<file path="config.mk">
export PLATFORM = sky130hd
export DESIGN_NAME = chunked_serial_adder
export DESIGN_NICKNAME = d
export VERILOG_FILES = /design/src/rtl/chunked_serial_adder.sv
export SDC_FILE = /design/constraint.sdc
export NUM_CORES = 1
export LEC_CHECK = 0
export CORE_ASPECT_RATIO = 0.8
export CORE_UTILIZATION = 29
export DETAILED_ROUTE_END_ITERATION = 8
export PLACE_DENSITY = 0.5
export SLEW_MARGIN = 10
export SYNTH_ARGS = -nofsm -noshare
export SYNTH_HDL_FRONTEND = slang
export SYNTH_SLANG_ARGS = --single-unit
</file>
<file path="constraint.sdc">
create_clock -name clk -period 5.71 [get_ports clk]
set_input_delay 1.4275 -clock clk [delete_from_list [all_inputs] [get_ports clk]]
set_output_delay 1.4275 -clock clk [all_outputs]
set_load 0.05 [all_outputs]
</file>
<file path="src/rtl/chunked_serial_adder.sv">
// Multi-cycle WIDTH-bit adder that reuses one CHUNK-bit carry chain, LSB chunk first.
// Define ADDER_SUB_EN to add the sub port (a - b via ~b and a forced carry-in of 1).
module chunked_serial_adder #(
    parameter int WIDTH = 32,
    parameter int CHUNK = 8
) (
    input  logic             clk,
    input  logic             rst_n,
    input  logic             in_valid,
    output logic             in_ready,
    input  logic [WIDTH-1:0] a,
    input  logic [WIDTH-1:0] b,
    input  logic             carryin,
`ifdef ADDER_SUB_EN
    input  logic             sub,
`endif
    output logic             out_valid,
    input  logic             out_ready,
    output logic [WIDTH-1:0] sum,
    output logic             carryout,
    output logic             overflow,
    output logic [1:0]       dbg_state
);

    localparam int NCHUNK = WIDTH / CHUNK;
    localparam int CW     = (NCHUNK > 1) ? $clog2(NCHUNK) : 1;
    localparam logic [CW-1:0] LAST_CNT = CW'(NCHUNK - 1);

    // Handshake: a transfer happens on a rising edge where valid && ready are both high.
    // in_ready is high only in IDLE, out_valid only in DONE; both decode the state register.
    typedef enum logic [1:0] {
        S_IDLE = 2'd0,
        S_BUSY = 2'd1,
        S_DONE = 2'd2
    } state_t;

    state_t           state_q, state_d;
    logic [WIDTH-1:0] a_q, a_d;
    logic [WIDTH-1:0] b_q, b_d;
    logic             c_q, c_d;
    logic [CW-1:0]    cnt_q, cnt_d;
    logic [WIDTH-1:0] sum_q, sum_d;
    logic             cout_q, cout_d;
    logic             ovf_q, ovf_d;

    logic [WIDTH-1:0] b_eff;
    logic             c_eff;
    logic [CHUNK:0]   chunk_sum;
    logic [WIDTH-1:0] a_shift;

`ifdef ADDER_SUB_EN
    assign b_eff = sub ? ~b : b;
    assign c_eff = sub ? 1'b1 : carryin;
`else
    assign b_eff = b;
    assign c_eff = carryin;
`endif

    // The only carry path between chunks is c_q.
    assign chunk_sum = {1'b0, a_q[CHUNK-1:0]} + {1'b0, b_q[CHUNK-1:0]} + (CHUNK+1)'(c_q);

    // a_q doubles as the result shift register: operand chunks leave at the bottom,
    // sum chunks enter at the top, so after NCHUNK steps it holds the full sum.
    assign a_shift = (a_q >> CHUNK) | (WIDTH'(chunk_sum[CHUNK-1:0]) << (WIDTH - CHUNK));

    always_comb begin
        state_d = state_q;
        a_d     = a_q;
        b_d     = b_q;
        c_d     = c_q;
        cnt_d   = cnt_q;
        sum_d   = sum_q;
        cout_d  = cout_q;
        ovf_d   = ovf_q;
        case (state_q)
            S_IDLE: begin
                if (in_valid) begin
                    a_d     = a;
                    b_d     = b_eff;
                    c_d     = c_eff;
                    cnt_d   = '0;
                    state_d = S_BUSY;
                end
            end
            S_BUSY: begin
                a_d   = a_shift;
                b_d   = b_q >> CHUNK;
                c_d   = chunk_sum[CHUNK];
                cnt_d = cnt_q + CW'(1);
                if (cnt_q == LAST_CNT) begin
                    // On the last step a_q/b_q still hold the operand sign bits.
                    sum_d   = a_shift;
                    cout_d  = chunk_sum[CHUNK];
                    ovf_d   = (a_q[CHUNK-1] == b_q[CHUNK-1]) &&
                              (chunk_sum[CHUNK-1] != a_q[CHUNK-1]);
                    state_d = S_DONE;
                end
            end
            S_DONE: begin
                if (out_ready) state_d = S_IDLE;
            end
            default: state_d = S_IDLE;
        endcase
    end

    always_ff @(posedge clk or negedge rst_n) begin
        if (!rst_n) begin
            state_q <= S_IDLE;
            a_q     <= '0;
            b_q     <= '0;
            c_q     <= 1'b0;
            cnt_q   <= '0;
            sum_q   <= '0;
            cout_q  <= 1'b0;
            ovf_q   <= 1'b0;
        end else begin
            state_q <= state_d;
            a_q     <= a_d;
            b_q     <= b_d;
            c_q     <= c_d;
            cnt_q   <= cnt_d;
            sum_q   <= sum_d;
            cout_q  <= cout_d;
            ovf_q   <= ovf_d;
        end
    end

    assign in_ready  = (state_q == S_IDLE);
    assign out_valid = (state_q == S_DONE);
    assign sum       = sum_q;
    assign carryout  = cout_q;
    assign overflow  = ovf_q;
    assign dbg_state = state_q;

endmodule

</file>
Word level (Yosys, flattened, before mapping)
Cells that the tools add are included.
{ "totals": {"mem_count": 0, "mem_bits_ro": 0, "inputBits": 69, "ramBits": 0, "latchBits": 0, "wordCells": 38, "ff_bits": 103} }
{ "classes": {"eq_ne": 8, "shift": 0, "n_reduce_logical": 6, "mul": 0, "div_mod_pow": 0, "n_lt_le_gt_ge": 0, "mux": 12, "add_sub_neg": 3, "bitwise_logic": 1} }
{ "ops": {"columns": ["op", "count"], "rows": [
  ["32-bit case mux with 2 select lines", 2],
  ["32-bit 2-to-1 mux", 2],
  ["24-bit by 32-bit bitwise OR with 32-bit output", 1],
  ["8-bit by 8-bit adder with 9-bit output", 1],
  ["9-bit by 1-bit adder with 9-bit output", 1],
  ["2-bit 2-to-1 mux", 4],
  ["2-bit case mux with 3 select lines", 1],
  ["2-bit equality test (second input constant)", 2],
  ["2-bit != test (second input constant)", 2],
  ["2-bit case mux with 2 select lines", 1],
  ["2-bit AND reduction", 2],
  ["3-bit AND reduction", 1],
  ["2-bit by 1-bit adder with 2-bit output (second input constant)", 1],
  ["2-bit by 1-bit equality test with 1-bit output (second input constant)", 1],
  ["2-bit zero test", 1],
  ["2-bit by 1-bit != test with 1-bit output (second input constant)", 1],
  ["1-bit case mux with 2 select lines", 1],
  ["2-bit nonzero test", 1],
  ["1-bit equality test", 1],
  ["1-bit logical AND", 1],
  ["1-bit 2-to-1 mux", 1],
  ["1-bit != test", 1]
]} }

Depth between registers and ports, before layout
Gate-level depths: netlist of the first run.
{ "logic_depth": {"word_depth": 4, "depth_mapped": 8} }

Worst setup path after synthesis of the first run
OpenSTA, ideal clock, no wires.
{ "synth_path": {"kind": "register -> output", "startpoint": "reg state_q[1], in the netlist dbg_state[1]", "endpoint": "out out_valid", "path_buffers": 3, "required_time_ns": 4.283, "arrival_ns": 1.930, "stages_incl_launch_ff": 6, "setup_slack_ns": 2.352, "cell_sequence": "dfrtp_1 > buf_2 > inv_1 > buf_2 > buf_2 > nor2_1"} }
{ "synth_between": {"elab_chain_cells": 1} }
{ "synth_rtl": {"columns": ["item", "line_no", "rtl"], "rows": [
  ["start, declared", "37", "state_t state_q, state_d;"],
  ["start signal, assigned", "117", "state_q <= state_d;"],
  ["2-bit equality test", "129", "assign out_valid = (state_q == S_DONE);"],
  ["end, declared", "17", "output logic out_valid,"]
]} }
Every way passes these cells.

Worst setup path in the final report of the first run
Same ends and word-level chain as after synthesis.

==> impl_metrics.csv, run 1 <==
group,metric,value,unit
global_routing,antenna_found_initial,0,
clock_tree,cts_root_buf,"clkbuf_16",
floorplanning,die_h,116.4,um
logic_synthesis,yosysSeqAreaShare,54.32,%
power_and_ir_drop,peakVddDrop,0.0002526,V
logic_synthesis,syn_avg_cell_area,10.54,sq um
logic_synthesis,synth_top_cell_area_share,54.32,%
floorplanning,start_util,29.83,%
sta,finalSetupViolCount,0,
sta,post-route-min-period,3551,ps
clock_tree,cts_hold_buf,0,
cells_and_area,fin_cells,757,
sta,drv_slew,0,
sta,rsz0062_at_grt,"no",
floorplanning,die_w,145.0,um
logic_synthesis,syn_area,4745,sq um
routing,ant_nets,0,
routing,drt-total-wl,14250,um
sta,hold_viol_final,0,
critical_path,critical-path-slowest-cell,"clkdlybuf4s50_1",
placed_design,hpwl,9951,um
routing,vias,4006,
clock_tree,cts_tree,"yes",
global_routing,grt_pass1_vias,3911,
critical_path,worstSetupPathType,"reg -> out",
global_routing,grt_max_degree,58,
cells_and_area,area_growth,32.57,%
sta,fin_ws,2159,ps
logic_synthesis,synth_edf_count,0,
logic_synthesis,synthCells,450,
routing,post_drt_via_cell_ratio,5.292,
clock_tree,clockBufferDepth,2,
power_and_ir_drop,leakagePower,2.456,nW
sta,finalCritPeriodShare,62.20,%
outcome,status,"completed",
logic_synthesis,async_flop_share,100.0,%
global_routing,grt_pass1_wl,22430,um
critical_path,path_buf_inv,2,
clock_tree,post_cts_buffers,0,
sta,finClkSkew,6.907,ps
clock_tree,numCtsBuffers,9,
logic_synthesis,synth_nets,529,
worst_hold_path,hold_start,"sum[25]$_DFFE_PN0P_",
floorplanning,pin_count,107,
routing,wl_per_cell,18.83,um
clock_tree,clkTransAtPathRegs,70,ps
sta,slew_headroom,32.90,%
logic_synthesis,yosys_warnings,0,
routing,firstDrtPassIters,4,
worst_hold_path,hp-class,"reg -> reg",
logic_synthesis,ys.flop_type,"dfrtp_1",
logic_synthesis,yosysUniqueCellTypes,38,
floorplanning,rows,41,
global_routing,gr-total-overflow,0,
critical_path,max_stage_delay,800,ps
critical_path,cp.arrival,2120,ps
clock_tree,htreeDepth,3,
floorplanning,dieArea,16880,sq um
critical_path,worstPathMaxFanout,18,
logic_synthesis,synth-seq-cells,103,
logic_synthesis,synth_area_leaders,"dfrtp_1, o22ai_1, a21oi_1",
placed_design,gp_congestion,0.7773,
sta,worst_pin_slew,1005,ps
critical_path,crit_start,"dbg_state[1]$_DFFE_PN0P_",
critical_path,crit_required,4280,ps
power_and_ir_drop,power_density,684.7,nW/um^2
logic_synthesis,yosysTopAreaCell,"dfrtp_1",
sta,timing.fmax,0.2816,GHz
placed_design,dp_cells,741,
clock_tree,cts.sinks,103,
placed_design,dpl_worst_slack,2529,ps
cells_and_area,layout-drive-gt1-share,6.273,%
routing,drc,0,
critical_path,path_delay_family,"buffers and inverters",
critical_path,r2r_start,"dbg_state[0]$_DFFE_PN0P_",
clock_tree,clk_latency,350,ps
sta,setup_tns,0,ps
placed_design,port_buffers,106,
cells_and_area,num_antenna_cells,0,
routing,drtIter0Drc,337,
global_routing,grt_use_total,17.39,%
critical_path,cp-end-kind,"output port",
critical_path,path_cells,"inv_1, nor2_1, clkdlybuf4s50_1",
clock_tree,cts_resized,0,
floorplanning,core,15900,sq um
critical_path,cp-start-kind,"flop",
job,maxCapViolCount,0,
cells_and_area,nets,616,
metal layers:
layer  GRT usage, %  share of wire [%]
met5              0                  0
met4          4.752               0.93
met3          3.281                5.8
met2          26.44                 44
met1          25.29                 49
flip-flops by register name, summed over array words and instances, names as in the netlist:
| register | flops |
|---|---|
| overflow | 1 |
| cnt_q | 2 |
| a_q | 32 |
| carryout | 1 |
| c_q | 1 |
| dbg_state | 2 |
| sum | 32 |
| b_q | 32 |
tightest hold or removal path, cell delays in order (launching register included):
cell and delay [ps]:
dfrtp_1 340, nand2_1 40, o21ai_0 60
area by class of cell:
type	instances	area, sq um
tap	215	269.0
sequential	103	2577
inverter	5	18.77
clock inverter	7	120.1
clock buffer	9	225.2
timing repair buffer	113	1106
multi-input combinational	305	1973
fill	1570	9613
placed cells by master (no fill, tap or decap), types with 3 or more instances in the layout:
cell,netlist,routed
clkdlybuf4s50_1,0,104
dfrtp_1,103,103
o22ai_1,99,99
a21oi_1,70,70
nand2_1,26,25
mux2_1,22,22
o21ai_0,21,21
nor2b_1,11,11
clkbuf_16,0,9
ha_1,8,8
buf_4,1,8
nor2_1,7,7
o22a_1,5,5
xor2_1,5,5
inv_1,4,4
a31oi_1,3,3
mux2_2,3,3
bufinv_16,0,3
final timing paths:
path,end,slack [ps],cells after the start
max,out_valid,2160,3
max reg2reg,sum[20]$_DFFE_PN0P_,3160,5
min,sum[25]$_DFFE_PN0P_,480,2
min reg2reg,sum[25]$_DFFE_PN0P_,480,2
max in group asynchronous,cnt_q[1]$_DFFE_PN0P_,3450,2
min in group asynchronous,sum[29]$_DFFE_PN0P_,1100,1
report_power, final:
part	leakage (nW)	internal [W]	total [W]	switching [W]
logic	1.09	0.000815	0.00214	0.00133
registers	1.20	0.00109	0.00144	0.000346
clock network	0.166	0.000431	0.000723	0.000292
Yosys cell counts (2+ instances only):
cell type	number
a21o_1	2
a21oi_1	70
a31oi_1	3
and2_1	2
buf_1	7
buf_2	16
buf_6	2
clkbuf_1	11
dfrtp_1	103
fa_1	2
ha_1	8
inv_1	4
mux2_1	22
mux2_2	3
nand2_1	26
nand2b_1	2
nand3_1	2
nor2_1	7
nor2b_1	11
o21ai_0	21
o221ai_1	2
o22a_1	5
o22ai_1	99
o31ai_1	2
xor2_1	5
stage by stage:
| stage | hold WS [ps] | area [sq um] | total power, W | util (%) |
|---|---|---|---|---|
| floorplan | 467.6 | 4745 | 0.002853 | - |
| global placement | 467.1 | 5944 | 0.003559 | 37.38 |
| detailed placement | 470.9 | 5944 | 0.003604 | 37.38 |
| CTS | 488.0 | 6290 | 0.004336 | 39.55 |
| global route | 510.8 | 6290 | 0.004595 | 39.55 |
| finish | 480.7 | 6290 | 0.004307 | 39.55 |
cell families (layout without fill, tap and decap cells):
group | Yosys count | in the layout | share of synthesized area, %
multiplexers | 25 | 25 | 5.934
flip-flops | 103 | 103 | 54.32
AO/OA/AOI/OAI | 208 | 208 | 25.71
XOR/XNOR | 6 | 6 | 1.108
buffers and inverters | 42 | 134 | 4.140
AND/OR/NAND/NOR | 56 | 56 | 5.828
adder cells (fa/ha/maj) | 10 | 10 | 2.954
Power figures use the tool's default switching activity.
==> run 2, diff against run 1 <==
- clock period: 5.71 -> 3.4 ns (I/O delays scaled with it)
==> impl_metrics.csv, run 2 (same netlist as run 1, synthesis figures left out) <==
group,metric,value,unit
outcome,status,"completed",
critical_path,r2r_start,"a_q[0]$_DFFE_PN0P_",
power_and_ir_drop,netSwitchingFraction,46.09,%
clock_tree,cts_resized,0,
clock_tree,clkTransAtPathRegs,70,ps
floorplanning,dieArea,16880,sq um
placed_design,hpwl,10110,um
global_routing,met3_usage,3.750,%
critical_path,cp.arrival,1830,ps
floorplanning,die_h,116.4,um
floorplanning,rows,41,
routing,drt-total-wl,14530,um
clock_tree,cts_hold_buf,0,
cells_and_area,nets,620,
clock_tree,htreeDepth,3,
sta,hold_viol_final,0,
power_and_ir_drop,power_density,1140,nW/um^2
cells_and_area,area_growth,32.99,%
critical_path,cp-end-kind,"output port",
clock_tree,cts_tree,"yes",
floorplanning,die_w,145.0,um
sta,post-route-min-period,2685,ps
routing,post_drt_via_cell_ratio,5.329,
power_and_ir_drop,seq_power_share,33.4,%
critical_path,path_cells,"buf_4, nor2_1, clkdlybuf4s50_1",
routing,drtIter0Drc,352,
job,maxCapViolCount,0,
cells_and_area,num_antenna_cells,0,
sta,setup_tns,0,ps
cells_and_area,layout-drive-gt1-share,6.789,%
critical_path,path_delay_family,"buffers and inverters",
power_and_ir_drop,peakVddDrop,0.0003636,V
critical_path,cp-start-kind,"flop",
global_routing,met2_usage,27.12,%
clock_tree,numCtsBuffers,9,
sta,finalSetupViolCount,0,
critical_path,worstPathMaxFanout,17,
worst_hold_path,hp-class,"in -> async",
clock_tree,cts_root_buf,"clkbuf_16",
critical_path,worstSetupPathType,"reg -> out",
placed_design,gp_congestion,0.8480,
placed_design,dpl_worst_slack,1076,ps
floorplanning,core,15900,sq um
clock_tree,clk_latency,350,ps
sta,drv_slew,0,
global_routing,busiest_layer,"met2",
floorplanning,start_util,29.83,%
global_routing,grt_pass1_wl,22820,um
critical_path,path_buf_inv,2,
critical_path,crit_required,2550,ps
sta,worst_pin_slew,701.6,ps
global_routing,gr-total-overflow,0,
global_routing,grt_pass1_vias,3945,
routing,vias,4050,
routing,ant_nets,0,
global_routing,grt_use_met1,25.74,%
global_routing,antenna_found_initial,0,
routing,drc,0,
sta,rsz0062_at_grt,"no",
floorplanning,pin_count,107,
clock_tree,post_cts_buffers,0,
routing,wl_per_cell,19.12,um
sta,fin_ws,715.0,ps
critical_path,critical-path-slowest-cell,"clkdlybuf4s50_1",
global_routing,grt_use_total,17.77,%
power_and_ir_drop,power_frac_clock,15.5,%
power_and_ir_drop,combPwrFrac,51.1,%
critical_path,max_stage_delay,810,ps
cells_and_area,num-fill-cells,1541,
sta,finClkSkew,9.176,ps
cells_and_area,layout_common_cells,"dfrtp_1, clkdlybuf4s50_1, o22ai_1, a21oi_1, nand2_1",
sta,slew_headroom,53.13,%
critical_path,crit_start,"dbg_state[1]$_DFFE_PN0P_",
power_and_ir_drop,p_int,0.003877,W
sta,timing.fmax,0.3724,GHz
global_routing,grt_max_degree,68,
clock_tree,cts.sinks,103,
clock_tree,clockBufferDepth,2,
routing,firstDrtPassIters,5,
power_and_ir_drop,leakagePower,2.464,nW
power_and_ir_drop,p_switching,0.003315,W
sta,finalCritPeriodShare,78.97,%
placed_design,port_buffers,106,
run 2: changes by cell type in the layout (fill, tap and decap cells not counted), sizes merged:
cell,change
inv,-1
bufinv,-1
clkbuf,+1
clkdlybuf4s50,-1
clkinvlp,+1
buf,+5
clkinv,-1
run 2: path summary, 6_finish.rpt:
check	endpoint	slack (ps)	cells after the start
min in group clk	sum[25]$_DFFE_PN0P_	480	2
min reg2reg	sum[25]$_DFFE_PN0P_	480	2
max in group asynchronous	sum[14]$_DFFE_PN0P_	2200	2
min	sum[31]$_DFFE_PN0P_	470	1
max reg2reg	sum[30]$_DFFE_PN0P_	1250	8
max	in_ready	720	3
run 2: power by group through the flow:
stage	Clock (W)	Combinational [W]	Sequential (W)
after floorplan	0	0.00186	0.00293
final	0.00111	0.00368	0.00240
after CTS	0.00113	0.00369	0.00240
after global routing	0.00118	0.00399	0.00248
after detailed placement	0	0.00368	0.00242
after global placement	0	0.00361	0.00240
run 2: routing by layer:
| layer | part of all wire, % | wire (um) |
|---|---|---|
| met5 | 0 | 0 |
| met4 | 0.98 | 142 |
| met3 | 5.3 | 772 |
| met2 | 44 | 6464 |
| met1 | 49 | 7149 |
run 2: layout make-up:
type	instances	area, sq um	share of cell area, %
clock buffer	10	229.0	3.629
clock inverter	5	83.83	1.329
inverter	5	18.77	0.2974
multi-input combinational	305	1973	31.27
sequential	103	2577	40.85
tap	215	269.0	4.263
timing repair buffer	117	1159	18.36
run 2: per-stage QoR:
| stage | hold WS (ps) | area (sq um) | cells | total power, W | util [%] |
|---|---|---|---|---|---|
| final | 467.0 | 6310 | 760 | 0.007191 | 39.68 |
| after detailed placement | 474.9 | 5997 | 745 | 0.006104 | 37.71 |
| after CTS | 478.3 | 6310 | 760 | 0.007231 | 39.68 |
| after global placement | 465.9 | 5997 | 745 | 0.006017 | 37.71 |
| after floorplan | 467.6 | 4745 | 450 | 0.004791 | - |
| after global routing | 491.4 | 6310 | 760 | 0.007645 | 39.68 |
